**src/rtl/prio_select_pipe.sv**
```systemverilog
// prio_select_pipe
// Lowest-index (or rotating-priority) lane grant over M candidate words, with the
// prefix search split across STAGES register stages. Each stage resolves one
// contiguous segment of ceil(M/STAGES) lanes. It takes a 'found' carry from the
// previous stage, so a lane in a later segment can win only when no earlier
// segment already granted.
// The pipe stalls as a whole: every stage advances when the output is empty or
// being accepted, and holds otherwise. Bubbles are kept in place.
// Optional feature: define PRIO_SEL_ROUND_ROBIN_EN for rotating priority. Each
// beat samples the pointer when it is accepted, and the pointer moves past the
// granted lane on every output handshake that had a hit.
module prio_select_pipe #(
    parameter int M      = 8,
    parameter int N      = 16,
    parameter int STAGES = 2,
    localparam int IW    = $clog2(M)
) (
    input  logic            clk,
    input  logic            rst_n,
    input  logic            i_valid,
    output logic            i_ready,
    input  logic [M-1:0]    i_mask,
    input  logic [M*N-1:0]  i_chi,
    output logic            o_valid,
    input  logic            o_ready,
    output logic            o_hit,
    output logic [IW-1:0]   o_idx,
    output logic [N-1:0]    o_y,
    output logic [M-1:0]    o_mask_rem,
    output logic [M*N-1:0]  o_chi
);

    localparam int SEG = (M + STAGES - 1) / STAGES;
    localparam int L   = STAGES - 1;

    logic            adv;

    logic            v_q     [STAGES];
    logic            found_q [STAGES];
    logic [IW-1:0]   idx_q   [STAGES];
    logic [N-1:0]    y_q     [STAGES];
    logic [M-1:0]    mask_q  [STAGES];
    logic [M*N-1:0]  chi_q   [STAGES];

    // Stage inputs: stage 0 is fed from the port, and every later stage from the previous register.
    logic            found_in [STAGES];
    logic [IW-1:0]   idx_in   [STAGES];
    logic [N-1:0]    y_in     [STAGES];
    logic [M-1:0]    mask_in  [STAGES];
    logic [M*N-1:0]  chi_in   [STAGES];
    logic [IW-1:0]   ptr_in   [STAGES];

    logic            found_d  [STAGES];
    logic [IW-1:0]   idx_d    [STAGES];
    logic [N-1:0]    y_d      [STAGES];
    logic [M-1:0]    mask_d   [STAGES];

`ifdef PRIO_SEL_ROUND_ROBIN_EN
    logic [IW-1:0]   ptr;
    logic [IW-1:0]   ptr_q    [STAGES];
`endif

    assign adv        = !v_q[L] || o_ready;
    assign i_ready    = adv;
    assign o_valid    = v_q[L];
    assign o_hit      = found_q[L];
    assign o_idx      = idx_q[L];
    assign o_y        = y_q[L];
    assign o_mask_rem = mask_q[L];
    assign o_chi      = chi_q[L];

    // Route each stage's input: the port for stage 0, and the previous stage register otherwise.
    always_comb begin
        found_in[0] = 1'b0;
        idx_in[0]   = '0;
        y_in[0]     = '0;
        mask_in[0]  = i_mask;
        chi_in[0]   = i_chi;
`ifdef PRIO_SEL_ROUND_ROBIN_EN
        ptr_in[0]   = ptr;
`else
        ptr_in[0]   = '0;
`endif
        for (int s = 1; s < STAGES; s++) begin
            found_in[s] = found_q[s-1];
            idx_in[s]   = idx_q[s-1];
            y_in[s]     = y_q[s-1];
            mask_in[s]  = mask_q[s-1];
            chi_in[s]   = chi_q[s-1];
`ifdef PRIO_SEL_ROUND_ROBIN_EN
            ptr_in[s]   = ptr_q[s-1];
`else
            ptr_in[s]   = '0;
`endif
        end
    end

    // Per-stage segment search. Position j is the rotated priority slot, and it maps to lane (ptr + j) mod M.
    always_comb begin
        logic            f;
        logic [IW-1:0]   ix;
        logic [N-1:0]    yy;
        logic [M-1:0]    mk;
        int              lane;
        f    = 1'b0;
        ix   = '0;
        yy   = '0;
        mk   = '0;
        lane = 0;
        for (int s = 0; s < STAGES; s++) begin
            f  = found_in[s];
            ix = idx_in[s];
            yy = y_in[s];
            mk = mask_in[s];
            for (int j = 0; j < M; j++) begin
                if (j / SEG == s) begin
                    lane = (int'(ptr_in[s]) + j) % M;
                    for (int k = 0; k < M; k++) begin
                        if (k == lane && !f && mk[k]) begin
                            f     = 1'b1;
                            ix    = IW'(k);
                            yy    = chi_in[s][k*N +: N];
                            mk[k] = 1'b0;
                        end
                    end
                end
            end
            found_d[s] = f;
            idx_d[s]   = ix;
            y_d[s]     = yy;
            mask_d[s]  = mk;
        end
    end

    // Whole-pipe shift on adv. Reset clears every in-flight beat.
    always_ff @(posedge clk or negedge rst_n) begin
        if (!rst_n) begin
            for (int s = 0; s < STAGES; s++) begin
                v_q[s]     <= 1'b0;
                found_q[s] <= 1'b0;
                idx_q[s]   <= '0;
                y_q[s]     <= '0;
                mask_q[s]  <= '0;
                chi_q[s]   <= '0;
`ifdef PRIO_SEL_ROUND_ROBIN_EN
                ptr_q[s]   <= '0;
`endif
            end
        end else if (adv) begin
            v_q[0] <= i_valid;
            for (int s = 1; s < STAGES; s++) begin
                v_q[s] <= v_q[s-1];
            end
            for (int s = 0; s < STAGES; s++) begin
                found_q[s] <= found_d[s];
                idx_q[s]   <= idx_d[s];
                y_q[s]     <= y_d[s];
                mask_q[s]  <= mask_d[s];
                chi_q[s]   <= chi_in[s];
`ifdef PRIO_SEL_ROUND_ROBIN_EN
                ptr_q[s]   <= ptr_in[s];
`endif
            end
        end
    end

`ifdef PRIO_SEL_ROUND_ROBIN_EN
    // Move the priority start just past the lane granted in the beat being handed off.
    always_ff @(posedge clk or negedge rst_n) begin
        if (!rst_n) begin
            ptr <= '0;
        end else if (v_q[L] && o_ready && found_q[L]) begin
            ptr <= IW'((int'(idx_q[L]) + 1) % M);
        end
    end
`endif

endmodule
```
**config.mk**
```make
export PLATFORM = sky130hd
export DESIGN_NAME = prio_select_pipe
export DESIGN_NICKNAME = d
export VERILOG_FILES = /design/src/rtl/prio_select_pipe.sv
export SDC_FILE = /design/constraint.sdc
export NUM_CORES = 1
export LEC_CHECK = 0
export CAP_MARGIN = 20
export CORE_AREA = 2 2 156 158
export DETAILED_ROUTE_END_ITERATION = 8
export DIE_AREA = 0 0 158 160
export PLACE_DENSITY_LB_ADDON = 0.15
export SKIP_CTS_REPAIR_TIMING = 1
export SLEW_MARGIN = 20
export SYNTH_ARGS = -nofsm -noshare
export SYNTH_HDL_FRONTEND = slang
export SYNTH_SLANG_ARGS = --single-unit
```
**constraint.sdc**
```tcl
create_clock -name clk -period 3.7 [get_ports clk]
set_input_delay 1.11 -clock clk [delete_from_list [all_inputs] [get_ports clk]]
set_output_delay 1.11 -clock clk [all_outputs]
set_load 0.05 [all_outputs]
```
Word level (Yosys, flattened, before mapping)
Index checks and enable logic that the tools add are counted.

word-level totals
  register bits = 312
  output and inout bits = 158
  logic and storage cells = 58
  bits of input ports = 140

operators by class
  multiplexer cells = 30
  reductions and logical operators = 16

operators with widths
  cell                 number
  $mux W16             8
  $mux W1              16
  $mux W3              5
  $logic_not A1 Y1     8
  $logic_and A1 B1 Y1  7
  $mux W2              1
  $logic_or A1 B1 Y1   1

Logic depth before layout (Yosys ltp)
  depth in word-level cells = 12
  gate-level depth with buffers = 8

Least setup slack after synthesis
No wires, ideal clock.

  kind = input -> output
  start = input port o_ready
  end = output port i_ready
  data required time = 2.590 ns
  stages = 5
  data arrival time = 2.134 ns
  setup slack = 0.456 ns
  cell sequence = nor2b_1 -> buf_2 -> inv_1 -> buf_2 -> buf_1

between the ends
  cells in the longest elaborated chain, start to end = 1

ends and longest elaborated chain
  element             line  RTL
  start, declared     25    input logic o_ready,
  $logic_or A1 B1 Y1  63    assign adv = !v_q[L] || o_ready;
  end, declared       21    output logic i_ready,

No other way between the ends.

Final worst setup path
Ends and elaborated chain as after synthesis.

==> flow_summary.toml <==
[floorplan]
ios = 298
core_area_sq_mm = 0.02382
dieArea_sq_mm = 0.02528
die_height_um = 160
fp.dieW_um = 158
rows = 57
initial_core_util_pct = 52.70

[clock_network]
insertion_delay_ns = 0.51
root_buffer = "clkbuf_16"
cts_sinks = 311
htree_levels = 2
clk_pin_slew_ns = 0.05
cts_tree = "yes"
cts_buffers = 34
cts_buffer_depth = 3

[drt]
wl_per_cell_um = 17.20
routed_wl_um = 34620
avgViaCountPerCell = 5.189
drt-pass1-iter-count = 5
antenna_left = 0
via_count = 10450
drc = 0
drt_iter0_drc = 808

[timing]
tns_ns = 0
setup_viol = 0
slew_headroom_pct = 29.31
fmax_mhz = 314.1
rsz0062_at_grt = "false"
finalCritPeriodShare_pct = 86.04
hold-worst-slack_ns = 0.4612
fin_crit_ns = 3.183
worst_slew_pin_slew_ns = 1.056
slew_violations = 0
hold_viol = 0
skew_ns = 0.01445

[logic_synthesis]
synthesis.nets = 1553
yosys_warnings = 0
synthCells = 1413
synth_edf_count = 0
synth-seq-cells = 311
ys_seq_area_share_pct = 62.00
dominantRegCellSynth = "dfrtp_1"
avgSynthCellArea_sq_um = 8.884
synthDistinctLibCells = 33
syn-cell-area_sq_mm = 0.01255
async_flop_share_pct = 100.0

[power_and_ir_drop]
vdd_ir_drop_max_uv = 484.4
switchingPower_mw = 3.790
intPower_mw = 6.958
clkPwrFrac_pct = 30.6
powerDensity_mw_per_mm2 = 640.7
p_leak_nw = 8.247
pwr-share-comb_pct = 29.2
swShare_pct = 35.27
seqPwrFrac_pct = 40.2

[critical_path]
cp.arrival_ns = 2.07
cpMaxStageDelayCell = "clkdlybuf4s50_1"
startpoint_type = "input port"
critPathKind = "in -> out"
crit_fanout = 4
worstPathCellList = "clkdlybuf4s50_1 -> nor2b_4 -> inv_8 -> buf_12"
worstPathRequired_ns = 2.59
r2r_setup_slack_ns = 1.57
crit_path_max_incr_delay_ns = 0.44
end_kind = "output port"

[cells_and_area]
insertedDiodeCount = 0
syn2layout_area_growth_pct = 33.64
stdcell_area_sq_mm = 0.01678
fin_cells = 2013
drive_gt1_share_pct = 4.204
layout.nets = 1804

[grt]
grt_max_degree = 185
grt_pass1_wl_um = 54100
grt_usage_pct = 27.56
antenna_found_initial = 0
grt_pass1_vias = 10030
grt-ovfl-total = 0

[run]
drv_cap = 0

[place]
place.gp.congestion = 0.8658
portBuffers = 296
placed_cell_area_sq_mm = 0.01568
dp_hpwl_um = 23540
dp.cells = 1952

[outcome]
status = "finished clean"

[hold_path]
holdCritPathClass = "reg -> reg"
==> area by class of cell <==
type / instances / area (sq um)
Clock buffer: 53 / 1023
Clock inverter: 8 / 71.32
Fill cell: 1947 / 7044
Inverter: 5 / 26.28
Multi-Input combinational cell: 1005 / 4332
Sequential cell: 311 / 7782
Tap cell: 324 / 405.4
Timing Repair Buffer: 307 / 3136
==> logic make-up (layout without fill, tap and decap cells) <==
family | count (synthesis) | count (layout) | synth area share, %
other cells | 1 | 1 | 0.02987
simple gates | 853 | 853 | 25.91
buf+inv | 97 | 373 | 3.558
compound gates | 151 | 151 | 8.502
flops | 311 | 311 | 62.00
==> power by group through the flow <==
stage	sequential [mW]	clock, mW	combinational, mW
after global routing	4.39	3.49	3.34
after CTS	4.32	3.35	3.15
final	4.32	3.29	3.14
after detailed placement	4.37	0	3.14
after global placement	4.36	0	3.10
after floorplan	5.45	0	0.807
==> final timing paths <==
kind	from	to	cells after the start
max in group asynchronous	rst_n	o_chi[116]$_DFFE_PN0P_	2
setup / recovery	o_ready	i_ready	4
min in group asynchronous	rst_n	chi_in[10]$_DFFE_PN0P_	1
hold / removal	o_chi[11]$_DFFE_PN0P_	o_chi[11]$_DFFE_PN0P_	2
hold reg to reg	o_chi[11]$_DFFE_PN0P_	o_chi[11]$_DFFE_PN0P_	2
setup reg to reg	mask_in[4]$_DFFE_PN0P_	o_y[12]$_DFFE_PN0P_	4
==> registers in the layout, summed over array words and instances, names as in the netlist <==
signal	flops
mask_d	3
o_hit	1
o_chi	128
o_idx	3
o_valid	1
o_mask_rem	7
o_y	16
v_q	1
mask_in	4
idx_in	2
y_in	16
chi_in	128
found_in	1
==> per-layer routing <==
metal  vias up  wire length, um  track usage, %
li1       4997                -               -
met1      5020            14970           38.56
met2       357            15840           42.39
met3        71             2617           6.567
met4         0             1192           9.992
met5         -                0               0
==> cell usage after synthesis, types with 2 or more instances <==
| library cell | count | area share (%) |
|---|---|---|
| o41ai_1 | 2 | 0.14 |
| buf_1 | 9 | 0.27 |
| a31oi_1 | 16 | 0.80 |
| buf_6 | 2 | 0.18 |
| o31ai_1 | 2 | 0.12 |
| clkbuf_1 | 41 | 1.2 |
| o22a_1 | 16 | 1.1 |
| a22oi_1 | 17 | 1.0 |
| dfrtp_1 | 311 | 62 |
| inv_1 | 2 | 0.060 |
| nor2_1 | 24 | 0.72 |
| clkinv_1 | 3 | 0.090 |
| a21oi_1 | 37 | 1.5 |
| buf_4 | 3 | 0.18 |
| buf_2 | 36 | 1.4 |
| a221o_1 | 16 | 1.3 |
| nand2_1 | 818 | 24 |
| a22o_1 | 16 | 1.1 |
| nor2b_1 | 3 | 0.15 |
| o22ai_1 | 17 | 0.85 |
| o21ai_0 | 9 | 0.36 |
| nand2b_1 | 2 | 0.10 |
==> through the flow <==
stage / worst slack [ns] / power (mW) / util, %
final: 0.5166 / 10.75 / 70.43
after global routing: 0.4882 / 11.22 / 70.43
after CTS: 0.5041 / 10.83 / 70.43
after detailed placement: 0.5003 / 7.513 / 65.83
after global placement: 0.5012 / 7.459 / 65.83
after floorplan: 0.4562 / 6.262 / -
==> critical path, delay by kind of cell <==
kind                   cells  cell delay [ns]
AND/OR/NAND/NOR            1             0.28
buffers and inverters      3             0.68
==> layout by cell type, fill, tap and decap left out, types with 16 or more instances in the layout <==
master,n
a21oi_1,37
a221o_1,16
a22o_1,16
a22oi_1,17
a31oi_1,16
clkbuf_16,35
clkdlybuf4s50_1,294
dfrtp_1,311
nand2_1,818
nor2_1,24
o22a_1,16
o22ai_1,17
Power figures use the tool's default switching activity.
